**src/rtl/piano_pkg.sv**
```systemverilog
// rtl/piano_pkg.sv - shared MiniPiano note, state and ROM-field definitions
package piano_pkg;

    typedef enum logic [2:0] {REST, DO, RE, MI, FA, SO, LA, XI} note_e;

    typedef enum logic [2:0] {
        ST_IDLE,
        ST_FETCH,
        ST_LOAD,
        ST_WAIT_KEY,
        ST_PLAY,
        ST_GAP,
        ST_DONE
    } seq_state_e;

    localparam int DUR_MSB  = 7;
    localparam int DUR_LSB  = 4;
    localparam int NOTE_MSB = 2;
    localparam int NOTE_LSB = 0;

    // Note i lights bit i-1; a rest lights nothing and bit 7 is never driven.
    function automatic logic [7:0] note_to_light(input logic [2:0] idx);
        logic [7:0] l;
        l = 8'd0;
        if (idx != REST)
            l[idx - 3'd1] = 1'b1;
        return l;
    endfunction

endpackage

```
**src/rtl/beat_timer.sv**
```systemverilog
// rtl/beat_timer.sv - counts a number of beats of a programmable cycle length
module beat_timer #(
    parameter int CNT_W  = 8,
    parameter int BEAT_W = 4
) (
    input  logic              clk,
    input  logic              rst_n,
    input  logic              load,
    input  logic [BEAT_W-1:0] beats,
    input  logic [CNT_W-1:0]  cycles,
    output logic              expire
);

    logic              active_q;
    logic [BEAT_W-1:0] beat_q;
    logic [CNT_W-1:0]  cyc_q;
    logic [CNT_W-1:0]  cpb_q;

    // Both counters run down to zero; expiry is the last cycle of the last beat.
    always_ff @(posedge clk or negedge rst_n) begin
        if (!rst_n) begin
            active_q <= 1'b0;
            beat_q   <= '0;
            cyc_q    <= '0;
            cpb_q    <= '0;
        end else if (load) begin
            active_q <= (beats != '0);
            beat_q   <= beats - BEAT_W'(1);
            cyc_q    <= cycles - CNT_W'(1);
            cpb_q    <= cycles;
        end else if (active_q) begin
            if (cyc_q == '0) begin
                if (beat_q == '0) begin
                    active_q <= 1'b0;
                end else begin
                    beat_q <= beat_q - BEAT_W'(1);
                    cyc_q  <= cpb_q - CNT_W'(1);
                end
            end else begin
                cyc_q <= cyc_q - CNT_W'(1);
            end
        end
    end

    assign expire = active_q && (cyc_q == '0) && (beat_q == '0);

endmodule

```
**src/rtl/song_sequencer.sv**
```systemverilog
// rtl/song_sequencer.sv - auto-play / learn-mode song sequencer for the MiniPiano
module song_sequencer
    import piano_pkg::*;
#(
    parameter int BEAT_CYCLES = 25_000_000,
    parameter int GAP_CYCLES  = 2_500_000,
    parameter int ADDR_W      = 5
) (
    input  logic              clk,
    input  logic              rst_n,
    input  logic              start,
    input  logic              stop,
    input  logic              learn_mode,
    input  logic [7:0]        keys,
    output logic [ADDR_W-1:0] rom_addr,
    input  logic [7:0]        rom_data,
    output logic [7:0]        note,
    output logic [7:0]        light,
    output logic              busy,
    output logic              done,
    output logic [7:0]        err_count
);

    localparam int CNT_MAX = (BEAT_CYCLES > GAP_CYCLES) ? BEAT_CYCLES : GAP_CYCLES;
    localparam int CNT_W   = $clog2(CNT_MAX + 1);

    seq_state_e        state_q, state_d;
    logic [ADDR_W-1:0] rom_addr_q, rom_addr_d;
    logic [2:0]        cur_note_q, cur_note_d;
    logic [3:0]        dur_q, dur_d;
    logic [7:0]        keys_q;
    logic [7:0]        note_q, note_d;
    logic [7:0]        light_q, light_d;
    logic [7:0]        err_q, err_d;
    logic              busy_q, busy_d;
    logic              done_q, done_d;

    logic [3:0]        rom_dur;
    logic [2:0]        rom_note;
    logic              rom_unused;
    logic [7:0]        exp_light;
    logic              new_press;
    logic              key_match;

    logic              tmr_load;
    logic              tmr_expire;
    logic [3:0]        tmr_beats;
    logic [CNT_W-1:0]  tmr_cpb;

    assign rom_dur    = rom_data[DUR_MSB:DUR_LSB];
    assign rom_note   = rom_data[NOTE_MSB:NOTE_LSB];
    assign rom_unused = rom_data[3];
    assign exp_light  = note_to_light(cur_note_q);
    // Only a 0 -> nonzero transition on the key bus counts as a press.
    assign new_press  = (keys_q == 8'd0) && (keys != 8'd0);
    assign key_match  = (keys == exp_light);

    always_ff @(posedge clk or negedge rst_n) begin
        if (!rst_n)
            state_q <= ST_IDLE;
        else
            state_q <= state_d;
    end

    always_comb begin
        state_d = state_q;
        if (stop) begin
            state_d = ST_IDLE;
        end else begin
            case (state_q)
                ST_IDLE:     if (start) state_d = ST_FETCH;
                ST_FETCH:    state_d = ST_LOAD;
                ST_LOAD: begin
                    if (rom_dur == 4'd0)
                        state_d = ST_DONE;
                    else if (learn_mode && (rom_note != REST))
                        state_d = ST_WAIT_KEY;
                    else
                        state_d = ST_PLAY;
                end
                ST_WAIT_KEY: if (new_press && key_match) state_d = ST_PLAY;
                ST_PLAY:     if (tmr_expire) state_d = ST_GAP;
                ST_GAP: begin
                    if (tmr_expire)
                        state_d = (rom_addr_q == {ADDR_W{1'b1}}) ? ST_DONE : ST_FETCH;
                end
                ST_DONE:     state_d = ST_IDLE;
                default:     state_d = ST_IDLE;
            endcase
        end
    end

    // The timer is reloaded on entry to PLAY (duration beats) and GAP (one short beat).
    always_comb begin
        tmr_load  = 1'b0;
        tmr_beats = 4'd1;
        tmr_cpb   = CNT_W'(GAP_CYCLES);
        if (state_d == ST_PLAY && state_q != ST_PLAY) begin
            tmr_load  = 1'b1;
            tmr_beats = (state_q == ST_LOAD) ? rom_dur : dur_q;
            tmr_cpb   = CNT_W'(BEAT_CYCLES);
        end else if (state_d == ST_GAP && state_q != ST_GAP) begin
            tmr_load  = 1'b1;
        end
    end

    always_comb begin
        rom_addr_d = rom_addr_q;
        cur_note_d = cur_note_q;
        dur_d      = dur_q;
        err_d      = err_q;
        note_d     = 8'd0;
        light_d    = 8'd0;
        busy_d     = (state_d != ST_IDLE);
        done_d     = (state_d == ST_DONE);

        if (state_q == ST_IDLE && state_d == ST_FETCH) begin
            rom_addr_d = '0;
            err_d      = 8'd0;
        end
        if (state_q == ST_GAP && state_d == ST_FETCH)
            rom_addr_d = rom_addr_q + ADDR_W'(1);
        if (state_q == ST_LOAD) begin
            cur_note_d = rom_note;
            dur_d      = rom_dur;
        end
        if (state_q == ST_WAIT_KEY && state_d == ST_WAIT_KEY && new_press
            && !key_match && err_q != 8'hFF)
            err_d = err_q + 8'd1;

        case (state_d)
            ST_PLAY: begin
                note_d  = {5'd0, cur_note_d};
                light_d = note_to_light(cur_note_d);
            end
            ST_WAIT_KEY: light_d = note_to_light(cur_note_d);
            default: ;
        endcase
    end

    always_ff @(posedge clk or negedge rst_n) begin
        if (!rst_n) begin
            rom_addr_q <= '0;
            cur_note_q <= 3'd0;
            dur_q      <= 4'd0;
            keys_q     <= 8'd0;
            note_q     <= 8'd0;
            light_q    <= 8'd0;
            err_q      <= 8'd0;
            busy_q     <= 1'b0;
            done_q     <= 1'b0;
        end else begin
            rom_addr_q <= rom_addr_d;
            cur_note_q <= cur_note_d;
            dur_q      <= dur_d;
            keys_q     <= keys;
            note_q     <= note_d;
            light_q    <= light_d;
            err_q      <= err_d;
            busy_q     <= busy_d;
            done_q     <= done_d;
        end
    end

    beat_timer #(
        .CNT_W  (CNT_W),
        .BEAT_W (4)
    ) u_beat_timer (
        .clk    (clk),
        .rst_n  (rst_n),
        .load   (tmr_load),
        .beats  (tmr_beats),
        .cycles (tmr_cpb),
        .expire (tmr_expire)
    );

    assign rom_addr  = rom_addr_q;
    assign note      = note_q;
    assign light     = light_q;
    assign busy      = busy_q;
    assign done      = done_q;
    assign err_count = err_q;

endmodule

```
**config.mk**
```make
export PLATFORM = sky130hd
export DESIGN_NAME = song_sequencer
export DESIGN_NICKNAME = d
export VERILOG_FILES = /design/src/rtl/piano_pkg.sv /design/src/rtl/beat_timer.sv /design/src/rtl/song_sequencer.sv
export SDC_FILE = /design/constraint.sdc
export NUM_CORES = 1
export LEC_CHECK = 0
export CAP_MARGIN = 20
export CORE_UTILIZATION = 30
export CTS_BUF_LIST = sky130_fd_sc_hd__clkbuf_4
export DETAILED_ROUTE_END_ITERATION = 7
export HOLD_SLACK_MARGIN = 0.1
export REMOVE_ABC_BUFFERS = 1
export SLEW_MARGIN = 20
export SYNTH_ARGS = -nofsm -noshare
export SYNTH_HDL_FRONTEND = slang
export SYNTH_HIERARCHICAL = 1
export SYNTH_SLANG_ARGS = --single-unit
```
**constraint.sdc**
```tcl
create_clock -name clk -period 9.3 [get_ports clk]
set_input_delay 1.86 -clock clk [delete_from_list [all_inputs] [get_ports clk]]
set_output_delay 1.86 -clock clk [all_outputs]
set_load 0.02 [all_outputs]
```
* Yosys cells after proc, flatten, opt, wreduce, memory -nomap -nowiden *
Index checks and enable logic that the tools add are counted.

storage, ports and cells
  flip-flop bits (word level) = 104
  input bits = 21
  output and inout bits = 31
  word-level logic and storage cells = 117

cells by class
  add/sub/neg operators = 9
  order comparisons = 4
  equality and inequality tests = 17
  mux-type cells = 39
  reductions and logical operators = 34

operators by type and width
  kind                                                                   number
  25-bit two-way mux                                                     5
  25-bit by 1-bit subtractor with 25-bit output, second input constant   3
  8-bit two-way mux                                                      5
  3-bit two-way mux                                                      10
  25-bit logical NOT                                                     1
  4-bit two-way mux                                                      6
  3-bit one-hot mux with 6 select lines                                  1
  3-bit equality test, second input constant                             5
  1-bit logical AND                                                      15
  3-bit nonzero test                                                     4
  5-bit two-way mux                                                      2
  3-bit by 2-bit equality test with 1-bit output, second input constant  3
  3-bit inequality test, second input constant                           3
  8-bit by 1-bit adder with 8-bit output, second input constant          1
  8-bit equality test                                                    1
  4-bit logical NOT                                                      2
  8-bit logical NOT                                                      1
  3-bit by 4-bit < comparator with 1-bit output, second input constant   2
  1-bit two-way mux                                                      8
  8-bit inequality test, second input constant                           1
  2-bit nonzero test                                                     4
  8-bit nonzero test                                                     1
  4-bit by 1-bit subtractor with 4-bit output, second input constant     2
  1-bit demux with 3-bit select                                          2
  12 further kinds                                                       15

* Logic depth before layout (Yosys ltp) *
  word-level depth = 17
  gate-level depth with buffers = 29
  mapped depth without buffers = 19

* Modules after synthesis *
Netlist, hierarchy kept.

by module, submodules not included
  module          instances  cells each  area an instance (µm²)  seq. area each (µm²)
  beat_timer      1          407         3619.7                  1376.3
  song_sequencer  1          245         2391.0                  1101.1

* Worst setup path before layout *
No wires, ideal clock.

  path kind = input-to-reg
  start point = input rom_data[1]
  end point = register u_beat_timer.cyc_q[18]
  setup time = 0.124 ns
  arrival time = 6.763 ns
  data required time = 9.176 ns
  slack = 2.413 ns
  stages on the path = 23
  cells stage by stage = o31ai_1 > nand2b_1 > a21oi_1 > nand2_1 > nor3_1 > o32a_1 > buf_2 > buf_2 > buf_2 > buf_2 > buf_2 > buf_1 > clkbuf_1 > clkbuf_1 > nor2_1 > a21oi_1 > ha_1 > nand2_1 > a211oi_4 > o211ai_1 > or4_1 > o211ai_1 > a2bb2oi_1

on the way
  cells in the longest elaborated chain, start to end = 12
  elaborated cells between the ends (all ways) = 18

RTL lines
  what                                                                                 RTL line               text
  start: declaration                                                                   song_sequencer.sv:16   input logic [7:0] rom_data,
  3-bit nonzero test *                                                                 song_sequencer.sv:76   else if (learn_mode && (rom_note != REST))
  1-bit logical AND *                                                                  song_sequencer.sv:76
  3-bit two-way mux *                                                                  song_sequencer.sv:76
  3-bit two-way mux *                                                                  song_sequencer.sv:74   if (rom_dur == 4'd0)
  3-bit one-hot mux with 6 select lines *                                              song_sequencer.sv:70   case (state_q)
  3-bit two-way mux *                                                                  song_sequencer.sv:67   if (stop) begin
  3-bit equality test                                                                  song_sequencer.sv:102  end else if (state_d == ST_GAP && state_q != ST_GAP) begin
  1-bit logical AND                                                                    song_sequencer.sv:102
  1-bit two-way mux                                                                    song_sequencer.sv:102
  1-bit two-way mux *                                                                  song_sequencer.sv:98   if (state_d == ST_PLAY && state_q != ST_PLAY) begin
  via tmr_load                                                                         song_sequencer.sv:45   logic tmr_load;
  3-bit inequality test (no source line) / 2-bit nonzero test (equally long branches)  -
  2-bit AND reduction (no source line)                                                 -
  end signal: assignment                                                               beat_timer.sv:29       cyc_q <= cycles - CNT_W'(1);
  end signal: assignment                                                               beat_timer.sv:37       cyc_q <= cpb_q - CNT_W'(1);
  end signal: assignment                                                               beat_timer.sv:40       cyc_q <= cyc_q - CNT_W'(1);
  end: declaration                                                                     beat_timer.sv:16       logic [CNT_W-1:0] cyc_q;

Mark *: on every way through the listed nets, which the timed path passes. The rest lies on a longest branch.
A chain may end at the register's enable or synchronous reset.

* Final worst setup path *
  start point = register u_beat_timer.cyc_q[13]
  end point = register u_beat_timer.cyc_q[18]

on the way
  cells in the longest elaborated chain, start to end = 12
  elaborated cells between the ends (all ways) = 22

RTL lines
  what                                                                                 RTL line                                    text
  25-bit logical NOT *                                                                 beat_timer.sv:45                            assign expire = active_q && (cyc_q == '0) && (beat_q == '0);
  1-bit logical AND * (2 in a row)                                                     beat_timer.sv:45
  via tmr_expire                                                                       song_sequencer.sv:46                        logic tmr_expire;
  3-bit two-way mux, on equally long branches                                          song_sequencer.sv:84, song_sequencer.sv:82
  3-bit one-hot mux with 6 select lines *                                              song_sequencer.sv:70
  3-bit two-way mux *                                                                  song_sequencer.sv:67
  3-bit equality test                                                                  song_sequencer.sv:102
  1-bit logical AND                                                                    song_sequencer.sv:102
  1-bit two-way mux                                                                    song_sequencer.sv:102
  1-bit two-way mux *                                                                  song_sequencer.sv:98
  via tmr_load                                                                         song_sequencer.sv:45
  3-bit inequality test (no source line) / 2-bit nonzero test (equally long branches)  -
  2-bit AND reduction (no source line)                                                 -

Mark *: on every way through the listed nets, which the timed path passes. The rest lies on a longest branch. The select of a mux whose other input is x is not followed.

==> flow_summary.json <==
{
  "cts.path.max_buffers": 2,
  "track_usage": 0.141,
  "synth_area_um2": 6010,
  "reg2reg_to": "u_beat_timer/cyc_q[18]",
  "hold_path.startpoint": "u_beat_timer/cpb_q[21]",
  "hold_viol": 0,
  "drc": 0,
  "rsz0062_at_grt": "false",
  "initial_core_util": 0.308,
  "synth.top_cell.area_share": 0.412,
  "synth_seq_area_share": 0.412,
  "max-slew-margin-rel": 0.394,
  "finalCriticalPeriod_ps": 6840,
  "fin_crit_sh": 0.735,
  "n_antenna_cell": 0,
  "worstReg2RegStart": "u_beat_timer/cyc_q[13]",
  "holdPathEnd": "u_beat_timer/cpb_q[21]",
  "grt-ovfl-total": 0,
  "setup_viol": 0,
  "setup_tns_ps": 0,
  "status": "finished clean",
  "grt_pass1_wl_um": 22800,
  "ant_nets": 0,
  "slew_violations": 0,
  "coreArea_um2": 19500,
  "fp.dieW_um": 144,
  "cts_hold_buf": 0,
  "worst_ep_required_time_ps": 9690,
  "cts.sinks": 99,
  "worstSkewPairLatency_ps": 500,
  "ys_ff_latch": 99,
  "synth.most_common_cell": "dfrtp_1",
  "pin_count": 52,
  "yosys_warnings": 6,
  "skew_ps": 29.1,
  "antenna_found_initial": 0,
  "root_buffer": "clkbuf_4",
  "end_kind": "register",
  "synth_edf_count": 0,
  "gp_congestion": 0.808,
  "fmax_ghz": 0.146,
  "synth_area_leaders": "dfrtp_1 41%, mux2i_1 4.7%, nand2_1 3.9%",
  "routed_wl_um": 13900,
  "tightest_slew_ps": 909,
  "arrival_ps": 7230,
  "critPathLaunchType": "register",
  "postCtsResizedCells": 0,
  "cpPeakStageDelay_ps": 650,
  "io_buffers": 45,
  "synth.distinct_cells": 80,
  "first_global_vias": 4546,
  "cap_violations": 0,
  "row_count": 51,
  "dp.cells": 958,
  "async_flop_share": 1.00,
  "instances_no_fill": 974,
  "syn_inst": 652,
  "min_path_type": "register to register",
  "power.density_nw_per_um2": 228,
  "drive_above_1_share": 0.0987,
  "vdd_drop_max_mv": 0.124,
  "crit_slowest_cell": "o32a_2",
  "initialDrtViolationCount": 258,
  "cp_cell_sequence": "or4_4 > nor4_4 > and2_1 > and3_1 > a21bo_2 > a211oi_1 > nor3_1 > nand2_1 > nor3_1 > o32a_2 > clkinv_1 > o31ai_1 > nand2_1 > a211oi_4 > o211ai_1 > or4_1 > o211ai_1 > a2bb2oi_1",
  "cts_made_buffers": 9,
  "critPathMaxFanout": 33,
  "rr_worst_depth": 18,
  "synth_ff_type": "dfrtp_1",
  "avgSynthCellArea_um2": 9.22,
  "synth_common_cells": "99 x dfrtp_1, 62 x nand2_1, 50 x nor2_1",
  "viasPerCell": 5.03,
  "die_area_um2": 20600,
  "cts.clk_slew.worst_paths_ps": 160,
  "synth_top_area_cell": "dfrtp_1",
  "grt_max_degree": 65,
  "drtPass1Iterations": 5,
  "holdPathStages": 2,
  "areaGrowthSynthToFinish_pct": 15.2,
  "crit_type": "register to register",
  "post-cts-setup-buffers": 0,
  "nFillCells": 2074,
  "dp_hpwl_um": 9680,
  "rrSetupSlack_ps": 2460,
  "nNetsFinal": 734,
  "avgRoutedWirePerCell_um": 14.3,
  "via_count": 4899,
  "cts_tree": "yes",
  "power.leakage_nw": 2.81,
  "die_h_um": 144,
  "htreeDepth": 3
}
[power by group]
part | switching [mW] | total [mW] | internal, mW
Combinational | 0.382 | 0.655 | 0.273
Clock | 0.159 | 0.273 | 0.114
Sequential | 0.0993 | 0.650 | 0.550
[state kept, by name (all words and copies together), names as in the netlist]
signal	cells
u_beat_timer/cyc_q	25
u_beat_timer/beat_q	4
u_beat_timer/active_q	1
dur_q	4
u_beat_timer/cpb_q	25
note	3
cur_note_q	3
busy	1
state_q	3
done	1
err_count	8
light	8
keys_q	8
rom_addr	5
[placed cells by master (no fill, tap or decap), types with 4 or more instances in the layout]
cell type and instances:
a211oi_1 9, nand3_1 19, buf_4 8, inv_1 24, or4_1 5, clkbuf_4 9
clkdlybuf4s50_1 44, o31ai_1 4, conb_1 25, a21oi_1 45, nand2_1 62, nor4b_1 4
mux2_2 20, nor2_1 50, dfrtp_1 99, nor2b_1 4, o221ai_1 4, o21ai_0 38
mux2i_1 28, ha_1 9, a21o_1 9, nor3_1 27, and3_1 10, nor4_1 17
nand2b_1 12, nor3b_1 5, xor2_1 4, a31oi_1 7, xnor2_1 12, or3_1 13
or2_2 4
[final cells by class]
cell class                      count  area (um^2)  share of cell area
Multi-Input combinational cell    517         3350               0.484
Sequential cell                    99         2480               0.358
Timing Repair Buffer               52          500              0.0723
Tap cell                          265          332              0.0479
Clock inverter                      7          106              0.0154
Inverter                           25         93.8              0.0135
Clock buffer                        9         67.6             0.00975
[logic make-up (layout without fill, tap and decap cells)]
| family | after synthesis | after routing | synth area share |
|---|---|---|---|
| DFF | 99 | 99 | 0.412 |
| other | 2 | 25 | 0.00125 |
| and+or+nand+nor | 257 | 257 | 0.228 |
| xor gates and xnor gates | 16 | 16 | 0.0233 |
| buffers and inverters | 59 | 93 | 0.0458 |
| adders and majority gates | 9 | 9 | 0.0187 |
| muxes | 48 | 48 | 0.0841 |
| AOI/OAI and AO/OA | 162 | 162 | 0.187 |
[critical path, delay by kind of cell, from the launching register on]
kind	cells	cell delay (ps)
flops	1	460
simple gates	9	3550
buf+inv	1	510
compound gates	8	2210
[metal layers]
metal,vias up,GRT usage,part of all wire
met5,-,0,0
li1,2472,-,-
met2,93,0.223,0.45
met3,12,0.0373,0.052
met4,0,0.0302,0.0088
met1,2322,0.192,0.49
[per-stage QoR]
step           hold WS [ps]  setup WS [ps]  power [mW]  instance area (um^2)  utilization
2_1_floorplan           436           2210        1.14                  5920            -
3_3_place_gp            450           2280        1.30                  6750        0.346
3_5_place_dp            457           2220        1.32                  6750        0.346
4_1_cts                 492           2410        1.60                  6930        0.355
5_1_grt                 531           1900        1.71                  6930        0.355
6_report                491           2460        1.58                  6930        0.355
[how the worst max path moves through the flow]
stage | startpoint | endpoint | slack [ps]
floorplan | rom_data[1] | u_beat_timer/cyc_q[18] | 2210
detailed placement | rom_data[1] | u_beat_timer/cyc_q[18] | 2220
global route | u_beat_timer/cyc_q[17] | u_beat_timer/cyc_q[18] | 1900
global placement | rom_data[1] | u_beat_timer/cyc_q[18] | 2280
finish | u_beat_timer/cyc_q[13] | u_beat_timer/cyc_q[18] | 2460
CTS | u_beat_timer/cyc_q[13] | u_beat_timer/cyc_q[18] | 2410
Power figures use the tool's default switching activity.
